$ cat config.mk
export PLATFORM = sky130hd
export DESIGN_NAME = riscv_exec_pipe
export DESIGN_NICKNAME = d
export VERILOG_FILES = /design/src/rtl/riscv_exec_pipe.sv
export SDC_FILE = /design/constraint.sdc
export NUM_CORES = 2
export LEC_CHECK = 0
export BUFFER_PORTS_ARGS = -buffer_cell sky130_fd_sc_hd__buf_2
export CAP_MARGIN = 15
export CORE_MARGIN = 10
export CORE_UTILIZATION = 45
export DETAILED_ROUTE_END_ITERATION = 10
export PLACE_DENSITY_LB_ADDON = 0.05
export SLEW_MARGIN = 20
export SYNTH_ARGS = -nofsm -noshare
export SYNTH_HDL_FRONTEND = slang
export SYNTH_SLANG_ARGS = --single-unit
$ cat constraint.sdc
create_clock -name clk -period 40 [get_ports clk]
set_input_delay 2 -clock clk [delete_from_list [all_inputs] [get_ports clk]]
set_output_delay 2 -clock clk [all_outputs]
set_load 0.01 [all_outputs]
$ cat src/rtl/riscv_exec_pipe.sv
// Two-stage RV32I integer execute pipe: S1 holds the instruction and reads operands,
// S2 holds the retired result. The register write happens on the edge that loads S2.
module riscv_exec_pipe #(
  parameter int WIDTH = 32,
  parameter int NREGS = 32
) (
  input  logic             clk,
  input  logic             rst,
  input  logic             instr_valid,
  output logic             instr_ready,
  input  logic [31:0]      instr,
  input  logic             out_ready,
  output logic             out_valid,
  output logic [4:0]       rd_addr,
  output logic [WIDTH-1:0] rd,
  output logic             illegal,
  output logic [31:0]      retired_cnt
);
  // Handshake: a side transfers on the edge where its valid and ready are both 1;
  // valid never depends on ready, and a held stage keeps every field unchanged.
  localparam int AW = $clog2(NREGS);
  localparam int SW = $clog2(WIDTH);
  localparam logic [5:0] NREGS_W = 6'(NREGS);

  localparam logic [6:0] OPC_OP     = 7'b0110011;
  localparam logic [6:0] OPC_OP_IMM = 7'b0010011;
  localparam logic [6:0] OPC_LUI    = 7'b0110111;

  logic             s1_valid;
  logic [31:0]      s1_instr;
  logic [WIDTH-1:0] regs [NREGS];
  logic             s1_adv;

  logic [6:0]       opcode;
  logic [2:0]       f3;
  logic [6:0]       f7;
  logic [4:0]       rs1_idx, rs2_idx, rd_idx;
  logic [WIDTH-1:0] rs1_val, rs2_val, imm, lui_val, op_b, result;
  logic [SW-1:0]    shamt;
  logic             is_op, legal, use_rs1, use_rs2, use_rd, shift_hi_ok;

  assign s1_adv      = s1_valid && (!out_valid || out_ready);
  assign instr_ready = !rst && (!s1_valid || s1_adv);

  assign opcode  = s1_instr[6:0];
  assign f3      = s1_instr[14:12];
  assign f7      = s1_instr[31:25];
  assign rs1_idx = s1_instr[19:15];
  assign rs2_idx = s1_instr[24:20];
  assign rd_idx  = s1_instr[11:7];
  assign is_op   = (opcode == OPC_OP);
  assign imm     = WIDTH'($signed(s1_instr[31:20]));
  assign lui_val = WIDTH'($signed({s1_instr[31:12], 12'b0}));
  assign op_b    = is_op ? rs2_val : imm;
  assign shamt   = op_b[SW-1:0];
  // Immediate shifts: bit 30 selects SRAI; bit 25 is part of shamt only on 64-bit.
  assign shift_hi_ok = !s1_instr[31] && (s1_instr[29:26] == 4'b0) &&
                       ((WIDTH == 64) || !s1_instr[25]);

  always_comb begin
    rs1_val = '0;
    rs2_val = '0;
    if (rs1_idx != 5'd0 && {1'b0, rs1_idx} < NREGS_W) rs1_val = regs[rs1_idx[AW-1:0]];
    if (rs2_idx != 5'd0 && {1'b0, rs2_idx} < NREGS_W) rs2_val = regs[rs2_idx[AW-1:0]];
  end

  always_comb begin
    legal   = 1'b0;
    use_rs1 = 1'b0;
    use_rs2 = 1'b0;
    use_rd  = 1'b0;
    case (opcode)
      OPC_OP: begin
        use_rs1 = 1'b1;
        use_rs2 = 1'b1;
        use_rd  = 1'b1;
        legal   = (f7 == 7'b0000000) ||
                  (f7 == 7'b0100000 && (f3 == 3'b000 || f3 == 3'b101));
      end
      OPC_OP_IMM: begin
        use_rs1 = 1'b1;
        use_rd  = 1'b1;
        if (f3 == 3'b001)      legal = shift_hi_ok && !s1_instr[30];
        else if (f3 == 3'b101) legal = shift_hi_ok;
        else                   legal = 1'b1;
      end
      OPC_LUI: begin
        use_rd = 1'b1;
        legal  = 1'b1;
      end
      default: legal = 1'b0;
    endcase
    if ((use_rs1 && {1'b0, rs1_idx} >= NREGS_W) ||
        (use_rs2 && {1'b0, rs2_idx} >= NREGS_W) ||
        (use_rd  && {1'b0, rd_idx}  >= NREGS_W))
      legal = 1'b0;
  end

  always_comb begin
    result = '0;
    if (opcode == OPC_LUI) begin
      result = lui_val;
    end else begin
      case (f3)
        3'b000: result = (is_op && s1_instr[30]) ? rs1_val - op_b : rs1_val + op_b;
        3'b001: result = rs1_val << shamt;
        3'b010: result = WIDTH'($signed(rs1_val) < $signed(op_b));
        3'b011: result = WIDTH'(rs1_val < op_b);
        3'b100: result = rs1_val ^ op_b;
        3'b101: result = s1_instr[30] ? WIDTH'($signed(rs1_val) >>> shamt) : rs1_val >> shamt;
        3'b110: result = rs1_val | op_b;
        default: result = rs1_val & op_b;
      endcase
    end
  end

  always_ff @(posedge clk or posedge rst) begin
    if (rst) begin
      s1_valid    <= 1'b0;
      s1_instr    <= '0;
      out_valid   <= 1'b0;
      rd          <= '0;
      rd_addr     <= '0;
      illegal     <= 1'b0;
      retired_cnt <= '0;
    end else begin
      if (instr_ready) begin
        s1_valid <= instr_valid;
        if (instr_valid) s1_instr <= instr;
      end
      if (s1_adv) begin
        out_valid <= 1'b1;
        illegal   <= !legal;
        rd        <= legal ? result : '0;
        rd_addr   <= legal ? rd_idx : 5'd0;
        if (legal) retired_cnt <= retired_cnt + 32'd1;
      end else if (out_ready) begin
        out_valid <= 1'b0;
      end
    end
  end

  // Written on the S2-load edge so the next S1 occupant reads the fresh value.
  always_ff @(posedge clk or posedge rst) begin
    if (rst) begin
      for (int i = 0; i < NREGS; i++) regs[i] <= '0;
    end else if (s1_adv && legal && rd_idx != 5'd0) begin
      regs[rd_idx[AW-1:0]] <= result;
    end
  end
endmodule

# Word-level counts from Yosys, hierarchy flattened
# Index checks and enable logic that the tools add are counted.
# word_totals
reg_bits	1128
output_inout_bits	72
elab_cells	120
# op_classes
n_addsub	3
order_cmp	6
eq_ne	10
shift	3
mux	23
bitwise_logic	6
n_reduce_logical	30
# ops
op	count
1024-bit bitwise mux	1
32-bit 2-to-1 mux	12
32-bit binary-select mux with 5-bit select	2
32-bit one-hot mux with 7 select lines	1
32-bit demux with 5-bit select	1
32-bit < comparator	2
32-bit by 1-bit adder with 32-bit output (second input constant)	1
32-bit adder	1
32-bit bitwise AND	1
32-bit OR	1
32-bit by 5-bit left shift with 32-bit output	1
32-bit by 5-bit right shift with 32-bit output	1
32-bit by 5-bit >>> shifter with 32-bit output	1
32-bit subtractor	1
32-bit XOR	1
7-bit by 6-bit == test with 1-bit output (second input constant)	3
6-bit greater-or-equal comparator (second input constant)	3
5-bit NOT with 6-bit output	3
5-bit nonzero test	3
1-bit logical AND	10
3-bit == test (second input constant)	3
7-bit by 5-bit == test with 1-bit output (second input constant)	1
1-bit logical NOT	7
7-bit logical NOT	1
11 further kinds	19

# Longest topological paths before layout
# logic_depth
ltp_word	11
ltp_mapped	28
depth_no_buf	20

# Worst setup path before layout
# Ideal clock, no wire load.
# synth_path
kind	flip-flop to flip-flop
start	reg s1_instr[20]
end	reg regs[441] in the netlist's numbering
setup_ns	0.125
arrival_time_ns	6.526
required_ns	39.875
slack_ns	33.349
path_stages_with_launch	26
path_buffers	8
path_cell_list	dfrtp_1 -> buf_2 -> buf_4 -> buf_4 -> buf_2 -> clkbuf_1 -> buf_1 -> mux4_2 -> mux4_2 -> a22oi_1 -> nor2_1 -> a21o_1 -> ha_1 -> clkbuf_1 -> a21oi_1 -> or3b_2 -> o211ai_1 -> nand3_1 -> a221oi_1 -> or2_2 -> o221ai_1 -> xnor2_1 -> a2111oi_2 -> o21ai_2 -> buf_6 -> mux2_2
# synth_via
elab_chain_cells	11
# synth_rtl
item	line	text
from (decl)	30	logic [31:0] s1_instr;
from (signal assigned)	129	if (instr_valid) s1_instr <= instr;
5-bit NOT with 6-bit output (not written as such)	64	if (rs2_idx != 5'd0 && {1'b0, rs2_idx} < NREGS_W) rs2_val = regs[rs2_idx[AW-1:0]];
32-bit binary-select mux with 5-bit select	64	
32-bit 2-to-1 mux (not written as such) (2 in series)	64	
32-bit 2-to-1 mux	64	
32-bit 2-to-1 mux *	54	assign op_b = is_op ? rs2_val : imm;
32-bit adder (tied with other cells)	105	3'b000: result = (is_op && s1_instr[30]) ? rs1_val - op_b : rs1_val + op_b;
32-bit 2-to-1 mux (on tied branches)	105, 110	
32-bit one-hot mux with 7 select lines *	104	case (f3)
32-bit 2-to-1 mux *	101	if (opcode == OPC_LUI) begin
1024-bit bitwise mux *	148	regs[rd_idx[AW-1:0]] <= result;
to (signal, indexed assignment)	148	
to (decl)	31	logic [WIDTH-1:0] regs [NREGS];
# Every way passes the cells marked *; elsewhere a longest branch is shown, timed or not. The select of a mux whose other input is x is not followed.
# A chain may end at the register's enable or synchronous reset.

# Worst setup path after layout
# layout_path
start	reg s1_instr[15]
end	reg regs[409] in the netlist's numbering
# layout_via
elab_chain_cells	10
# layout_rtl
item	line	text
5-bit NOT with 6-bit output (not written as such)	63	if (rs1_idx != 5'd0 && {1'b0, rs1_idx} < NREGS_W) rs1_val = regs[rs1_idx[AW-1:0]];
32-bit binary-select mux with 5-bit select	63	
32-bit 2-to-1 mux (not written as such) (2 in series)	63	
32-bit 2-to-1 mux *	63	
32-bit adder (tied with other cells)	105	
32-bit 2-to-1 mux (on tied branches)	105, 110	
32-bit one-hot mux with 7 select lines *	104	
32-bit 2-to-1 mux *	101	
1024-bit bitwise mux *	148	
# Marked as above.

==> impl_metrics.csv <==
group,metric,value,unit
power,p_sw,0.00124,W
clock_network,ctsHtreeMaxLevel,4,
critical_path,cp.arrival,9.52,ns
synthesis,seq_area_frac_synth,42.5,%
clock_network,cts_sinks,1128,
sta,rsz0062_at_grt,"false",
die,initial_core_util,45.4,%
critical_path,crit_chain,"buf_4, buf_4, buf_4, mux4_2, mux4_2, a21oi_4, inv_2, ha_1, a21oi_1, or3b_2, o211ai_1, nand3_1, a221oi_1, or2_2, o221ai_1, xnor2_1, a2111oi_2, o21ai_2, buf_4, mux2_2",
sta,finalHoldViolations,0,
clock_network,clock_path_buffers,3,
clock_network,ctsHoldBuffers,0,
place,port_buffers,107,
synthesis,synth.net_count,6388,
clock_network,cts_buffers,135,
detailed_routing,ant_nets,0,
sta,finalSetupViolCount,0,
critical_path,start_kind,"flip-flop",
sta,hold_ws,0.378,ns
power,power.total,0.00342,W
die,die_h,404,um
power,ir_drop,0.0309,mV
final_layout,ff_latch_area,28300,um^2
grt,grt_pass1_vias,50800,
synthesis,synthFlopType,"dfrtp_1",
run_status,outcome,"finished clean",
grt,grt_util_all_layers,31.6,%
clock_network,clock_latency,0.78,ns
die,die_area,163000,um^2
die,core_area,146000,um^2
grt,grt_antenna_before_repair,6,
grt,grt_use_met2,46.6,%
grt,grt_max_degree,158,
synthesis,async_flop_share,100,%
final_layout,drive_gt1_share,21.7,%
critical_path,crit_required,40.64,ns
critical_path,cp_num_buf_inv,5,
die,die_w,404,um
clock_network,cts.repair.resized,0,
sta,fin_worst_skew,0.0326,ns
critical_path,crit_path_frequent_cell,"buf_4",
detailed_routing,wl,261000,um
critical_path,worstSetupEndpointType,"flip-flop",
final_layout,syn_to_final_growth,9.57,%
die,num_io_pins,108,
critical_path,r2r_slack,31.12,ns
power,p_leak,31.5,nW
power,sw_frac_of_total,36.4,%
power,power.density,47.1,nW/um^2
die,rows,140,
grt,use_met1,46.3,%
critical_path,cp.depth,20,
final_layout,multi_input_area,35400,um^2
power,seqPwrFrac,35.6,%
grt,top_usage_layer,"met2",
sta,finalSetupTns,0,ns
critical_path,regToRegEndpoint,"regs[409]",
final_layout,fillers,13500,
detailed_routing,drt_iter0_drc,6153,
clock_network,cts_tree,"yes",
critical_path,setup.worst_path.start,"s1_instr[15]",
sta,worst_pin_slew,1.18,ns
clock_network,clkSlewWorstSetupHoldPaths,0.06,ns
detailed_routing,via_per_inst,6.48,
sta,period_share,22.2,%
critical_path,rr_startpoint,"s1_instr[15]",
grt,grt_pass1_wl,379000,um
synthesis,yosysUniqueCellTypes,102,
critical_path,worst_r2r_path_depth,20,
place,hpwl,162000,um
clock_network,postCtsSetupBuffers,0,
power,power.internal,0.00218,W
detailed_routing,wl_per_cell,32.5,um
grt,grt.overflow.total,0,
critical_path,crit_fanout,36,
power,power.share.clock,36.8,%
detailed_routing,drc,0,
synthesis,yosys_warnings,0,
grt,grt.met3_usage,6.93,%
min_path,hp-class,"flip-flop to flip-flop",
critical_path,path_class,"flip-flop to flip-flop",
flow_run,drv_cap,0,
critical_path,endpoint,"regs[409]",
synthesis,syn_avg_cell_area,10.6,um^2
power,p_comb_share,27.6,%
final_layout,final_nets,6154,
detailed_routing,vias,52100,
synthesis,syn_area,66400,um^2
critical_path,slowest_delay,0.85,ns
synthesis,ys_seq_elements,1128,
place,gp_congestion,1.01,
clock_network,clock-root-buffer,"clkbuf_16",
sta,maxSlewViolCount,0,
detailed_routing,drt_pass1_iterations,6,
sta,max_slew_margin,20.9,%
synthesis,syn_inst,6251,
sta,fmax,113,MHz
critical_path,cp_slowest_cell,"dfrtp_4",
critical_path,cp_top_family,"compound AO/OA/AOI/OAI gates",
sta,final.min_clock_period,8.88,ns
synthesis,synth_edf_count,0,
power groups by stage:
stage | combinational, W | clock [W] | sequential, W
floorplan | 0.000631 | 0 | 0.00119
global placement | 0.000930 | 0 | 0.00124
detailed placement | 0.000924 | 0 | 0.00124
CTS | 0.000927 | 0.00128 | 0.00122
global route | 0.000992 | 0.00132 | 0.00122
finish | 0.000946 | 0.00126 | 0.00122
how the worst min path moves through the flow:
stage | start | cells after the start | slack, ns | endpoint
after CTS | regs[996] | 0 | 0.38 | regs[996]
after floorplan | regs[996] | 1 | 0.42 | regs[996]
after global routing | regs[996] | 0 | 0.40 | regs[996]
after detailed placement | regs[996] | 0 | 0.36 | regs[996]
final | regs[996] | 0 | 0.38 | regs[996]
after global placement | regs[996] | 0 | 0.36 | regs[996]
synth_stat cells (all sizes together) (14+ instances only):
cell / n / area (um^2)
a211oi: 37 / 278
a21o: 37 / 278
a21oi: 176 / 945
a221oi: 15 / 144
a22oi: 30 / 230
a31oi: 35 / 219
and2: 22 / 138
and3: 22 / 143
buf: 193 / 1150
clkbuf: 442 / 1680
dfrtp: 1128 / 28200
ha: 99 / 1240
inv: 105 / 399
mux2: 159 / 1790
mux2i: 237 / 2400
mux4: 558 / 12600
nand2: 1196 / 4490
nand3: 38 / 190
nand4: 18 / 119
nor2: 196 / 736
nor2b: 20 / 125
nor3: 43 / 215
o211ai: 47 / 367
o21ai: 1023 / 5210
o21bai: 14 / 105
o221ai: 16 / 153
o22ai: 36 / 225
o31ai: 50 / 390
or3: 14 / 87.6
xnor2: 30 / 263
cell families (layout without fill, tap and decap cells):
family / Yosys count / in the layout / synth area share [%]
AO/OA/AOI/OAI: 1647 / 1647 / 14.7
XOR/XNOR: 43 / 43 / 0.567
adder cells (fa/ha/maj): 101 / 101 / 1.93
buffers and inverters: 744 / 611 / 4.89
flip-flops: 1128 / 1128 / 42.5
multiplexers: 954 / 954 / 25.3
other: 0 / 4 / 0
AND/OR/NAND/NOR: 1634 / 1634 / 10.1
final cells by class:
class	count	share of cell area [%]
Antenna cell	4	0.0138
Clock buffer	195	5.43
Clock inverter	43	0.716
Inverter	109	0.585
Multi-Input combinational cell	4379	48.7
Sequential cell	1128	38.8
Tap cell	1917	3.30
Timing Repair Buffer	264	2.46
flip-flops by register name (all words and copies together), names as in the netlist:
name	flops
regs	1024
illegal	1
s1_valid	1
rd	32
s1_instr	32
out_valid	1
rd_addr	5
retired_cnt	32
through the flow:
| stage | cell area (um^2) | instances | utilization (%) | setup WS (ns) |
|---|---|---|---|---|
| 2_1_floorplan | 66400 | 6251 | - | 6.23 |
| 3_3_place_gp | 68200 | 7796 | 46.7 | 31.21 |
| 3_5_place_dp | 68200 | 7796 | 46.7 | 31.09 |
| 4_1_cts | 72700 | 8034 | 49.8 | 31.07 |
| 5_1_grt | 72700 | 8035 | 49.8 | 30.68 |
| 6_report | 72700 | 8039 | 49.8 | 31.12 |
layout by cell type, fill, tap and decap left out, types with 80 or more instances in the layout:
master,n
dfrtp_1,1117
o21ai_1,80
buf_2,107
nand2_1,1163
nor2_1,192
a21oi_1,163
inv_1,94
ha_1,99
buf_4,150
clkbuf_16,138
mux2i_1,234
mux4_2,544
mux2_2,159
o21ai_0,916
worst reg2reg max path: cells and delay by family, from the launching register on:
kind | cells | cell delay (ns)
buf+inv | 5 | 2.46
compound gates | 7 | 2.38
mux | 3 | 1.45
simple gates | 3 | 1.00
flops | 1 | 0.85
fa+ha+maj | 1 | 0.41
xor+xnor | 1 | 0.19
layer usage:
layer / wire length [um] / up-vias / share of wire (%)
li1: - / 22300 / -
met1: 115000 / 27000 / 44
met2: 114000 / 2358 / 44
met3: 22500 / 458 / 8.6
met4: 9040 / 2 / 3.5
met5: 13 / - / 0.0050
Power figures use the tool's default switching activity.
